<file path="src/rtl/wptr_full_status.sv">
// ---------------------------------------------------------------------------
// wptr_full_status
//
// Write-side pointer and status controller for an asynchronous FIFO. Runs
// entirely in the write clock domain. It advances a binary write address and
// a registered Gray write pointer on accepted writes. It also derives full,
// almost-full, fill level and a sticky overflow flag. These are derived by
// comparing the next write pointer against the read pointer, which has
// already been synchronized into this domain.
//
// Ports
//   wclk           in   write-domain clock, rising edge
//   wrst           in   synchronous active-high reset, dominates all inputs
//   winc           in   write request, accepted only while wfull is 0
//   woverflow_clr  in   clears the sticky overflow flag
//   wq2_rptr       in   [addr:0] synchronized Gray read pointer
//   waddr          out  [addr-1:0] binary memory write address
//   wptr           out  [addr:0] registered Gray write pointer
//   wfull          out  registered full flag
//   walmost_full   out  registered flag, level >= afull_level
//   wlevel         out  [addr:0] registered fill level, 0..2**addr
//   woverflow      out  sticky flag, a write was attempted while full
// ---------------------------------------------------------------------------
module wptr_full_status #(
    parameter int addr        = 4,
    parameter int afull_level = 14
) (
    input  logic            wclk,
    input  logic            wrst,
    input  logic            winc,
    input  logic            woverflow_clr,
    input  logic [addr:0]   wq2_rptr,
    output logic [addr-1:0] waddr,
    output logic [addr:0]   wptr,
    output logic            wfull,
    output logic            walmost_full,
    output logic [addr:0]   wlevel,
    output logic            woverflow
);

    localparam logic [addr:0] AFULL_LVL = (addr+1)'(afull_level);

    logic [addr:0] wbin_q,  wbin_d;
    logic [addr:0] wptr_q,  wptr_d;
    logic          wfull_q, wfull_d;
    logic          wafull_q, wafull_d;
    logic [addr:0] wlevel_q, wlevel_d;
    logic          wovf_q,  wovf_d;

    logic          winc_ok;
    logic [addr:0] rbin_s;

    // Gray-to-binary: each binary bit is the XOR of all Gray bits at or
    // above it. Written per bit so no bit of the vector depends on another.
    generate
        for (genvar gi = 0; gi <= addr; gi++) begin : g_rbin
            assign rbin_s[gi] = ^wq2_rptr[addr:gi];
        end
    endgenerate

    // A write while full is dropped entirely; the pointer does not move.
    assign winc_ok = winc & ~wfull_q;

    always_comb begin
        wbin_d   = wbin_q + {{addr{1'b0}}, winc_ok};
        wptr_d   = (wbin_d >> 1) ^ wbin_d;
        // Full when the next Gray pointer equals the read pointer with its
        // two MSBs inverted: one full lap ahead, correct across wrap-around.
        wfull_d  = (wptr_d == {~wq2_rptr[addr:addr-1], wq2_rptr[addr-2:0]});
        wlevel_d = wbin_d - rbin_s;
        wafull_d = (wlevel_d >= AFULL_LVL);
        // Setting has priority over clearing in the same cycle.
        if (winc & wfull_q) begin
            wovf_d = 1'b1;
        end else if (woverflow_clr) begin
            wovf_d = 1'b0;
        end else begin
            wovf_d = wovf_q;
        end
    end

    always_ff @(posedge wclk) begin
        if (wrst) begin
            wbin_q   <= '0;
            wptr_q   <= '0;
            wfull_q  <= 1'b0;
            wafull_q <= 1'b0;
            wlevel_q <= '0;
            wovf_q   <= 1'b0;
        end else begin
            wbin_q   <= wbin_d;
            wptr_q   <= wptr_d;
            wfull_q  <= wfull_d;
            wafull_q <= wafull_d;
            wlevel_q <= wlevel_d;
            wovf_q   <= wovf_d;
        end
    end

    assign waddr        = wbin_q[addr-1:0];
    assign wptr         = wptr_q;
    assign wfull        = wfull_q;
    assign walmost_full = wafull_q;
    assign wlevel       = wlevel_q;
    assign woverflow    = wovf_q;

endmodule

</file>
<file path="config.mk">
export PLATFORM = sky130hd
export DESIGN_NAME = wptr_full_status
export DESIGN_NICKNAME = d
export VERILOG_FILES = /design/src/rtl/wptr_full_status.sv
export SDC_FILE = /design/constraint.sdc
export NUM_CORES = 1
export LEC_CHECK = 0
export CAP_MARGIN = 20
export CORE_AREA = 2 2 72 46
export DETAILED_ROUTE_END_ITERATION = 7
export DIE_AREA = 0 0 74 48
export DONT_BUFFER_PORTS = 1
export SLEW_MARGIN = 40
export SYNTH_ARGS = -nofsm -noshare
export SYNTH_HDL_FRONTEND = slang
export SYNTH_SLANG_ARGS = --single-unit
export TNS_END_PERCENT = 10
</file>
<file path="constraint.sdc">
create_clock -name wclk -period 4.4 [get_ports wclk]
set_input_delay 0.88 -clock wclk [delete_from_list [all_inputs] [get_ports wclk]]
set_output_delay 0.88 -clock wclk [all_outputs]
set_load 0.02 [all_outputs]
</file>
### After elaboration in Yosys (flattened, before gate mapping)

Index checks and enable logic that the tools add are counted.
Widths: inputs -> output; s select.

* output and inout port bits: 17
* bits in registers: 18
* input port bits: 9
* word-level logic and storage cells: 22

* order comparisons: 1
* bitwise logic cells: 5
* mux-type cells: 2
* reduce and logical (&&, ||, !) cells: 5
* eq/ne operators: 1
* $add $sub $neg: 2

Operator list (count)
* $add 5x1->5: 1
* $eq 5x5->1: 1
* $ge 5x4->1 const B: 1
* $reduce_xor 5->1: 1
* $sub 5x5->5: 1
* $xor 4x5->5: 1
* $reduce_xor 4->1: 1
* $reduce_xor 3->1: 1
* $and 1x1->1: 2
* $mux 1: 2
* $not 2->2: 1
* $reduce_bool 2->1: 1
* $reduce_xor 2->1: 1
* $not 1->1: 1

### Longest topological paths before layout

* word-level depth: 5
* gate-level depth with buffers: 9

### Worst setup path before layout

Ideal clock, no wire load.

* path kind: input to register
* from: input wq2_rptr[4]
* to: register wafull_q (netlist: walmost_full)
* data arrival time: 2.776 ns
* stages: 9
* setup time: 0.130 ns
* required time: 4.270 ns
* path slack: 1.494 ns
* cell sequence: xnor3_1 -> xor2_1 -> xnor2_1 -> ha_1 -> fa_1 -> nand2b_1 -> o21ai_2 -> xnor2_1 -> o22ai_1

* cells in the longest elaborated chain, start to end: 3

Ends and longest elaborated chain
* start, declared: line 32 `input logic [addr:0] wq2_rptr,`
* $reduce_xor 5->1, or another cell as far along: line 57 `assign rbin_s[gi] = ^wq2_rptr[addr:gi];`
* $sub 5x5->5 (*): line 70 `wlevel_d = wbin_d - rbin_s;`
* $ge 5x4->1 (*): line 71 `wafull_d = (wlevel_d >= AFULL_LVL);`
* end signal, assigned: line 94 `wafull_q <= wafull_d;`
* end, declared: line 46 `logic wafull_q, wafull_d;`

Every way passes the cells marked *; elsewhere a longest branch is shown, timed or not.
A chain may end at the register's enable or synchronous reset.

### Final worst setup path

Same ends and word-level chain as after synthesis.

==> reports/metrics.cfg <==
[timing]
slew_headroom_pct=68.2
tns_ns=0
finalHoldViolCount=0
clock.fmax_mhz=352
rsz0062_at_grt=false
worst_slew_pin_slew_ns=0.476
finalCritPeriodShare_pct=64.5
drv_slew=0
setup_viol=0
skew_ns=0.00475
layout_min_cycle_time_ns=2.84

[grt]
grt_util_all_layers_pct=9.94
grt_pass1_wl_mm=2.50
grt-ovfl-total=0
antenna_found_initial=0
grt_max_degree=19
grt_pass1_vias=514

[die]
initial_utilization_pct=31.5
die_h_um=48
core_area_mm2=0.00283
pin_count=26
dieArea_mm2=0.00355
num_rows=15
die_width_um=74

[route]
drt_first_iter_violations=38
dr.pass1.iters=4
wl_mm=1.63
final_antenna_net_count=0
post_drt_wl_per_cell_um=12.5
vias_per_cell=4.29
vias=558
drc=0

[cells_and_area]
area_growth_syn_to_layout_pct=10.2
drive_gt1_share_pct=11.4
antenna_cells=0
postLayoutCoreUtil_pct=34.7
fin_nets=104
fillCellCount=289

[power]
peakVddDrop_mv=0.125
p_leak_uw=0.000400
p_per_area_mw_per_mm2=423

[clock_tree]
cts_root_buffer=clkbuf_8
clk_path_buf_depth=2
cts_resized=0
clock_sinks=17
clk_pin_slew_ns=0.06
cts_hold_buf=0
clock_latency_ns=0.25
cts_tree=yes
htreeDepth=1
cts-buffers-inserted=3
post_cts_buffers=0

[worst_setup_path]
r2r_start=wfull$_SDFF_PP0_
r2r_slack_ns=1.88
critPathMaxStageDelay_ns=0.43
crit_top_cell=xnor2_1
crit_chain=xnor3_1 -> xor2_1 -> xnor2_1 -> ha_1 -> fa_1 -> nand2b_1 -> o21ai_2 -> xnor2_1 -> o22ai_1
critPathMaxFanout=3
critPathBufInv=0
reg2regPathDepth=8
crit_path_end_kind=register
arrival_ns=2.96
r2r_end=walmost_full$_SDFF_PP0_
start_kind=input pin
startpoint=wq2_rptr[4]
cp.required_ns=4.52
crit_family=XOR/XNOR gates
crit_slowest_cell=xnor3_1
path_class=in2reg

[synth]
yosysTopAreaCellShare_pct=38.1
ys_warn_count=0
ys_seq_area_share_pct=38.1
synth_seq_cells=17
synthDistinctLibCells=29
yosysTopAreaCell=dfxtp_1
syn_inst=86
synth_top_cells_by_area=dfxtp_1 38%, xnor2_1 9.8%, ha_1 7.0%
syn_area_um2=893
syn_nets=101
syn_area_per_cell_um2=10.4

[placed_design]
io_buffers=0
place_congestion=0.714
hpwlAfterDp_mm=1.36

[worst_hold_path]
hold_class=reg2reg
hold_depth=2
hp-start=woverflow$_SDFFE_PP0P_
whs_endpoint=woverflow$_SDFFE_PP0P_

[run]
max-cap-violations=0

[run_status]
outcome=finished, final reports clean

## through the flow
step	hold slack, ns	power (µW)	setup slack (ns)	instance area, µm²	cells
global placement	0.554	305	1.35	938	126
global route	0.588	444	1.38	985	130
CTS	0.566	425	1.53	985	130
detailed placement	0.557	308	1.27	938	126
floorplan	0.542	287	1.49	893	86
finish	0.561	416	1.56	985	130
## synthesized netlist by cell type (all sizes together)
| cell type | count |
|---|---|
| a2111oi | 1 |
| a21oi | 3 |
| a31oi | 1 |
| and3b | 1 |
| and4 | 1 |
| clkbuf | 2 |
| dfxtp | 17 |
| fa | 1 |
| ha | 5 |
| inv | 4 |
| mux2i | 1 |
| nand2 | 1 |
| nand2b | 3 |
| nand3 | 2 |
| nor2 | 14 |
| nor2b | 2 |
| nor3 | 1 |
| o21a | 1 |
| o21ai | 2 |
| o22ai | 1 |
| or3 | 2 |
| xnor2 | 11 |
| xnor3 | 1 |
| xor2 | 8 |
## worst register-to-register path: cells and delay by family, from the launching register on
kind	cells	cell delay, ns
buffers and inverters	1	0.14
adder cells (fa/ha/maj)	2	0.86
AO/OA/AOI/OAI	2	0.26
XOR/XNOR	1	0.18
flip-flops	1	0.52
AND/OR/NAND/NOR	2	0.43
## per-layer routing
layer | part of all wire, % | up-vias | GRT usage, %
met5 | 0 | - | 0
met4 | 0 | 0 | 2.18
met3 | 10 | 0 | 4.21
met2 | 39 | 29 | 13.6
met1 | 50 | 245 | 14.4
li1 | - | 284 | -
## cell families after synthesis
group | Yosys count | synth area share [%]
xor+xnor | 20 | 26.2
compound gates | 9 | 7.14
mux | 1 | 1.12
simple gates | 27 | 15.7
buf+inv | 6 | 2.52
flops | 17 | 38.1
fa+ha+maj | 6 | 9.24
## final cells by class
class,instances,area [µm²],share of cell area (%)
clock buffers,3,41.3,4.19
clock inverters,1,5.00,0.508
inverters,4,15.0,1.52
multi-input cells,63,531,53.9
flip-flops and latches,17,340,34.6
well taps,42,52.6,5.34
## worst max-delay path by stage
stage                                    to  cells past startpoint
CTS                 walmost_full$_SDFF_PP0_                      9
detailed placement  walmost_full$_SDFF_PP0_                      9
floorplan           walmost_full$_SDFF_PP0_                      9
global placement    walmost_full$_SDFF_PP0_                      9
finish              walmost_full$_SDFF_PP0_                      9
global route        walmost_full$_SDFF_PP0_                      9
## placed cells by master (no fill, tap or decap), types with 2 or more instances in the layout
cell type / instances
dfxtp_1: 17
nor2_1: 14
xnor2_1: 10
xor2_1: 6
ha_1: 5
inv_1: 4
nand2b_1: 3
a21oi_1: 3
clkbuf_8: 3
nand3_1: 2
or3_1: 2
## power by group
group | total (µW) | internal (µW) | leakage (µW) | switching (µW)
clock network | 113 | 62.7 | 0.0000255 | 50.4
logic | 96.3 | 45.9 | 0.000235 | 50.3
registers | 207 | 174 | 0.000140 | 33.5
total | 416 | 282 | 0.000400 | 134
## flip-flops by register name, summed over array words and instances, names as in the netlist
register and count:
wbin_q 5, wlevel 5, wptr 4, walmost_full 1, wfull 1, woverflow 1
(Power assumes the default switching activity.)
